`src/rtl/tc0100scn_rom_server.sv`:
```
// TC0100SCN tile-ROM toggle-handshake responder: fetches 32-bit words as two 16-bit SDRAM reads.
// Define TC0100SCN_ROM_CACHE_EN to add a one-entry word cache that answers repeat addresses without memory.
module tc0100scn_rom_server #(
    parameter int ADDR_W   = 21,
    parameter int DEADLINE = 28
) (
    input  logic              clk,
    input  logic              reset_n,
    input  logic [ADDR_W-1:0] rom_address,
    input  logic              rom_req,
    output logic              rom_ack,
    output logic [31:0]       rom_data,
    output logic [ADDR_W-2:0] mem_addr,
    output logic              mem_req,
    input  logic              mem_ack,
    input  logic [15:0]       mem_data,
    output logic [7:0]        late_cnt,
    output logic              busy
);
    localparam int         WA_W    = ADDR_W - 2;
    localparam logic [7:0] LATE_AT = 8'(DEADLINE - 1);

    typedef enum logic [1:0] {IDLE, LO, HI, DONE} state_t;
    state_t state;

    logic            req_seen;
    logic            pending;
    logic [WA_W-1:0] lat_addr;
    logic [WA_W-1:0] fetch_addr;
    logic            fetch_tag;
    logic [15:0]     lo_word;
    logic [7:0]      timer;
    logic            detect;
    logic            hit;
    logic            fetch_done;
    logic            unused_addr_lsb;

    assign detect          = rom_req != req_seen;
    assign busy            = state != IDLE;
    assign fetch_done      = (state == HI) && mem_ack;
    assign unused_addr_lsb = ^rom_address[1:0];

`ifdef TC0100SCN_ROM_CACHE_EN
    logic [WA_W-1:0] tag_addr;
    logic            tag_valid;
    logic            hit_pend;
    logic            hit_tag;

    // Only answer from the cache when nothing is queued or in flight, so acks stay in order.
    assign hit = detect && tag_valid && (rom_address[ADDR_W-1:2] == tag_addr)
                 && (state == IDLE) && !pending && !hit_pend;
`else
    assign hit = 1'b0;
`endif

    always_ff @(posedge clk) begin
        if (!reset_n) begin
            state      <= IDLE;
            rom_ack    <= 1'b0;
            rom_data   <= '0;
            mem_req    <= 1'b0;
            mem_addr   <= '0;
            late_cnt   <= '0;
            req_seen   <= 1'b0;
            pending    <= 1'b0;
            lat_addr   <= '0;
            fetch_addr <= '0;
            fetch_tag  <= 1'b0;
            lo_word    <= '0;
            timer      <= '0;
`ifdef TC0100SCN_ROM_CACHE_EN
            tag_addr   <= '0;
            tag_valid  <= 1'b0;
            hit_pend   <= 1'b0;
            hit_tag    <= 1'b0;
`endif
        end else begin
            case (state)
                IDLE, DONE: begin
                    if (pending) begin
                        state      <= LO;
                        mem_req    <= 1'b1;
                        mem_addr   <= {lat_addr, 1'b0};
                        fetch_addr <= lat_addr;
                        fetch_tag  <= req_seen;
                        timer      <= '0;
                        pending    <= 1'b0;
                    end else begin
                        state <= IDLE;
                    end
                end
                LO: begin
                    if (mem_ack) begin
                        lo_word  <= mem_data;
                        mem_addr <= {fetch_addr, 1'b1};
                        state    <= HI;
                    end
                end
                HI: begin
                    if (mem_ack) begin
                        rom_data <= {mem_data, lo_word};
                        rom_ack  <= fetch_tag;
                        mem_req  <= 1'b0;
                        state    <= DONE;
                    end
                end
                default: state <= IDLE;
            endcase

            // The timer passes LATE_AT once per fetch, so a late fetch is counted exactly once.
            if ((state == LO || state == HI) && !fetch_done) begin
                if (timer != 8'hFF) timer <= timer + 8'd1;
                if (timer == LATE_AT && late_cnt != 8'hFF) late_cnt <= late_cnt + 8'd1;
            end

            // Placed after the FSM so a toggle in the start cycle re-arms pending.
            if (detect) begin
                req_seen <= rom_req;
                lat_addr <= rom_address[ADDR_W-1:2];
                if (!hit) pending <= 1'b1;
            end

`ifdef TC0100SCN_ROM_CACHE_EN
            if (fetch_done) begin
                tag_addr  <= fetch_addr;
                tag_valid <= 1'b1;
            end
            hit_pend <= hit;
            if (hit) hit_tag <= rom_req;
            if (hit_pend) rom_ack <= hit_tag;
`endif
        end
    end

endmodule

```
`config.mk`:
```
export PLATFORM = sky130hd
export DESIGN_NAME = tc0100scn_rom_server
export DESIGN_NICKNAME = d
export VERILOG_FILES = /design/src/rtl/tc0100scn_rom_server.sv
export SDC_FILE = /design/constraint.sdc
export NUM_CORES = 1
export LEC_CHECK = 0
export ABC_CLOCK_PERIOD_IN_PS = 5050
export CAP_MARGIN = 25
export CORE_MARGIN = 8
export CORE_UTILIZATION = 55
export CTS_CLUSTER_SIZE = 25
export DETAILED_ROUTE_END_ITERATION = 8
export PLACE_DENSITY_LB_ADDON = 0.2
export SYNTH_ARGS = -nofsm -noshare
export SYNTH_HDL_FRONTEND = slang
export SYNTH_SLANG_ARGS = --single-unit
```
`constraint.sdc`:
```
create_clock -name clk -period 5.05 [get_ports clk]
set_input_delay 1.2625 -clock clk [delete_from_list [all_inputs] [get_ports clk]]
set_output_delay 1.2625 -clock clk [all_outputs]
set_load 0.01 [all_outputs]
```
== Word-level counts from Yosys, hierarchy flattened ==
Index checks and enable logic that the tools add are counted.

* Register bits after elaboration: 129
* Input port bits: 41
* Output and inout port bits: 63
* Logic and storage cells: 59

* $add $sub $neg: 2
* Equal/unequal tests: 10
* Multiplexer cells: 16
* Reduce and logical (&&, ||, !) cells: 18

{| class="wikitable"
|+ Operator list
! cell !! number
|-
| two-way mux 20 bit || 2
|-
| case mux 20 bit (2 select lines) || 1
|-
| two-way mux 8 bit || 4
|-
| adder 8 x 1 -> 8 bit, second input constant || 2
|-
| inequality test 8 bit, second input constant || 2
|-
| AND reduction 2 bit || 5
|-
| == test 8 x 5 -> 1 bit, second input constant || 1
|-
| nonzero test 2 bit || 4
|-
| inequality test 2 bit, second input constant || 3
|-
| case mux 2 bit (3 select lines) || 1
|-
| AND reduction 3 bit || 2
|-
| two-way mux 1 bit || 5
|-
| == test 2 bit, second input constant || 2
|-
| two-way mux 2 bit || 2
|-
| logical AND 1 bit || 3
|-
| == test 2 x 1 -> 1 bit, second input constant || 1
|-
| zero test 2 bit || 1
|-
| case mux 1 bit (2 select lines) || 1
|-
| OR reduction 2 bit || 1
|-
| zero test 1 bit || 1
|-
| logical OR 1 bit || 1
|-
| inequality test 1 bit || 1
|}

== Longest topological paths before layout ==
* Depth in word-level cells: 5
* Depth in mapped cells: 10
* Mapped depth without buffers: 7

== Worst setup path before layout ==
Ideal clock, no wire load.

* Kind: input -> register
* Start: input port mem_ack
* End: register timer[5]
* Library setup time: 0.070 ns
* Arrival time: 2.491 ns
* Setup slack: 2.489 ns
* Stages on the path: 5
* Path buffers: 1
* Cells stage by stage: and2_4 > buf_6 > a311o_1 > or4_1 > a21boi_1

* Longest elaborated chain between the ends: 4

{| class="wikitable"
|+ Ends and longest elaborated chain
! item !! line !! source
|-
| start: declaration || 15 || <nowiki>input logic mem_ack,</nowiki>
|-
| logical AND 1 bit || 40 || <nowiki>assign fetch_done = (state == HI) && mem_ack;</nowiki>
|-
| zero test 1 bit || 111 || <nowiki>if ((state == LO || state == HI) && !fetch_done) begin</nowiki>
|-
| logical AND 1 bit || 111 ||
|-
| two-way mux 8 bit || 111 ||
|-
| end signal: assignment || 112 || <nowiki>if (timer != 8'hFF) timer <= timer + 8'd1;</nowiki>
|-
| end: declaration || 32 || <nowiki>logic [7:0] timer;</nowiki>
|}

No other way between the ends.
A chain may end at the register's enable or synchronous reset.

== Worst setup path in the final report ==
* Start: input port mem_ack
* End: register late_cnt[7]

* Longest elaborated chain between the ends: 4

{| class="wikitable"
|+ Ends and longest elaborated chain
! item !! line !! source
|-
| logical AND 1 bit || 40 ||
|-
| zero test 1 bit || 111 ||
|-
| logical AND 1 bit || 111 ||
|-
| AND reduction 2 bit (no source line) || -- ||
|-
| end signal: assignment || 113 || <nowiki>if (timer == LATE_AT && late_cnt != 8'hFF) late_cnt <= late_cnt + 8'd1;</nowiki>
|-
| end: declaration || 17 || <nowiki>output logic [7:0] late_cnt,</nowiki>
|}

No other way between the ends.

==> key figures <==
Status
  • Status: finished clean

CTS
  • Num CTS Buffers: 17
  • Post-CTS sizing: 0
  • CTS Hold Bufs: 0
  • Setup bufs post-CTS: 0
  • Clk root buf: clkbuf_8
  • Clock latency on the worst-skew pair: 0.51 ns
  • Reg clk slew, reported paths: 0.06 ns
  • CTS max path bufs: 2
  • H-tree depth: 4
  • CTS tree: built
  • Clock sink count: between 100 and 150

Synth
  • Syn nets: roughly 660
  • Synthesized area per cell: approximately 8.6 um2
  • Cell variety after synth: 38
  • Yosys synthesis warning count: 0
  • Post-synth top flop: dfxtp_1
  • Top cells by area, synth: dfxtp_1 (49%), nand2_1 (15%), a21boi_0 (14%)
  • Seq cells post-synth: 129
  • Biggest area consumer among synthesized cells: dfxtp_1
  • Count leader, synth: nand2_1
  • Synth Instances: 609
  • Asr flop ratio synth: 0%
  • Synth Cell Area: 5240 um2
  • Top cell type's share of synthesized area: around 49%
  • Post-synth EDFFs: 0
  • Top cells by count, synth: nand2_1 (207), dfxtp_1 (129), a21boi_0 (98), clkbuf_1 (35), o211a_1 (20)
  • Post-synthesis sequential area ratio: 49.3%

Floorplanning
  • Die area: 12900 um2
  • IO Count: 104
  • Row count: 35
  • Initial Utilization: 56.7%
  • Core footprint: 9240 um2
  • DIE HEIGHT: 114 um
  • Die width: between 100 and 150 um

Drt
  • Routed WL: about 13000 um
  • Vias: about 4500
  • Initial DRC Count: between 200 and 250
  • Drt wl/cell: 15.1 um
  • ANT nets after route: 0
  • DRT Pass-1 Iters: 5
  • Vias/cell: 5.36
  • Drt drc: 0

Power and ir drop
  • Leakage power: 2.58 nW
  • VDD IR max: 0.291 mV
  • PwrDens: 392 nW/um2

STA
  • Relative slew slack: 30.6%
  • Hold Slack: around 0.46 ns
  • Fin Setup TNS: 0 ns
  • Min Tclk post-route: 3.12 ns
  • Max frequency: 0.321 GHz
  • Fin crit share: 61.7%
  • Worst-margin pin slew: ~1.0 ns
  • Setup Viol. Count Final: 0
  • Clock Skews: roughly 0.0096 ns
  • Max-slew violations: 0
  • RSZ-0062 raised after global routing: false
  • Post-route setup slack: 1.93 ns
  • Final Hold Vio Count: 0

Setup path
  • WP depth: 6
  • Req. time, crit path: 5.48 ns
  • Worst EP arrival: 3.54 ns
  • Critical-path top delay cell: or4_1
  • Register-to-Register Path Depth: 8
  • R2R setup slack: 2.09 ns
  • Reg-to-reg startpoint: state[1]
  • Crit Path Max Fanout: 38
  • Largest stage delay on the critical path: roughly 0.52 ns
  • Cell Chain, Critical Path: clkdlybuf4s50_1 -> and2_4 -> nor3_1 -> nand3_1 -> or4_1 -> a21boi_0
  • Worst setup EP type: flop
  • R2r endpoint: late_cnt[7]
  • Worst path buffer plus inverter count: 1
  • Worst setup SP type: input pin
  • Worst path top cell family by delay: simple AND/OR/NAND/NOR gates
  • Setup CP Type: in2reg

Hold path
  • HP Class: reg2reg
  • Hold endpoint: rom_data[11]
  • Worst hold stages: 2
  • Hold_sp: lo_word[11]

Global routing
  • Pin count of the biggest net entering global routing: 131
  • GR Overflow Total: 0
  • Vias in the first global route: around 4500
  • Initial antenna violation count: 0
  • First-pass GRT wire length: 21000 um
  • Gr usage total: between 15 and 20%

Placement
  • I/O Buffers: 101
  • GP Congestion: 0.769
  • DPL Wire Length: 8120 um
  • Post-Place Setup Slack: between 1 and 1.5 ns

Cells and area
  • N_diodes: 0
  • NumNets Final: 739
  • Synth-to-Final Area Change: 31.0%
  • Fill count: 682
  • Share of layout cells above drive strength 1: 5.67%
  • Post-layout util: 74.3%

Job
  • Max_cap viols: 0
metal layers:
| layer | global-route usage [%] | vias up | part of all wire [%] |
|---|---|---|---|
| met5 | 0 | - | 0 |
| met4 | 5.86 | 0 | 0.80 |
| met3 | 5.49 | 8 | 5.9 |
| met2 | 34.7 | 118 | 50 |
| met1 | 22.9 | 2127 | 43 |
| li1 | - | 2216 | - |
state kept, by name (all words and copies together), names as in the netlist:
register / cells
timer: 8
mem_req: 1
rom_data: 32
mem_addr: 20
lo_word: 16
pending: 1
rom_ack: 1
fetch_addr: 19
lat_addr: 19
req_seen: 1
late_cnt: 8
fetch_tag: 1
state: 2
cells by family (layout without fill, tap and decap cells):
group / Yosys count / after routing / share of synthesized area, %
AOI/OAI and AO/OA: 152 / 152 / 21.7
xor gates and xnor gates: 3 / 3 / 0.502
adders and majority gates: 5 / 5 / 1.19
buffers and inverters: 47 / 143 / 3.63
DFF: 129 / 129 / 49.3
muxes: 19 / 19 / 3.63
and+or+nand+nor: 254 / 254 / 20.0
report_power, final:
| part | total [W] | switching, W | leakage (nW) | internal [W] |
|---|---|---|---|---|
| Clock | 0.00116 | 0.000445 | 0.277 | 0.000712 |
| Combinational | 0.000405 | 0.000212 | 1.26 | 0.000193 |
| Sequential | 0.00113 | 0.0000425 | 1.05 | 0.00109 |
worst reg2reg max path: stages, from the launching register on:
cell and delay, ns:
dfxtp_1 0.32, inv_1 0.08, ha_1 0.54, buf_4 0.37, nor2_1 0.17, nor3_1 0.28
nand3_1 0.40, or4_1 0.52, a21boi_0 0.19
cells in the final DEF, fill, tap and decap left out, types with 2 or more instances in the layout:
cell type	instances
a21boi_0	98
a21boi_1	2
a21oi_1	8
a31oi_1	3
and2_1	6
and3_1	2
and4_1	2
buf_4	5
bufinv_16	2
clkbuf_16	16
clkbuf_8	2
clkdlybuf4s50_1	100
clkinv_2	4
clkinv_4	4
clkinvlp_4	2
dfxtp_1	129
ha_1	5
inv_1	6
mux2i_1	19
nand2_1	207
nand2b_1	2
nand3_1	9
nor2_1	9
nor2b_1	2
nor3_1	2
o211a_1	20
o21ai_0	13
o31ai_1	2
or3_1	4
or4_1	3
stage by stage:
step	total power (W)	cells	area [um2]
6_report	0.00269	834	6860
3_5_place_dp	0.00155	802	6280
4_1_cts	0.00271	833	6850
5_1_grt	0.00280	834	6860
2_1_floorplan	0.00137	609	5240
3_3_place_gp	0.00154	802	6280
final cells by class:
cell class	count	area [um2]	share of cell area (%)
Clock buffer	18	428	6.23
Multi-Input combinational cell	433	2480	36.1
Sequential cell	129	2580	37.6
Clock inverter	13	139	2.02
Inverter	6	22.5	0.328
Tap cell	129	161	2.35
Timing Repair Buffer	106	1050	15.3
worst max path at each step:
stage | from | to | slack, ns
floorplan | mem_ack | timer[5] | 2.49
global placement | mem_ack | late_cnt[7] | 1.59
detailed placement | mem_ack | late_cnt[7] | 1.44
CTS | mem_ack | late_cnt[7] | 1.97
global route | mem_ack | late_cnt[7] | 1.76
finish | mem_ack | late_cnt[7] | 1.93
Note: power is estimated with default switching activity, not from simulation.
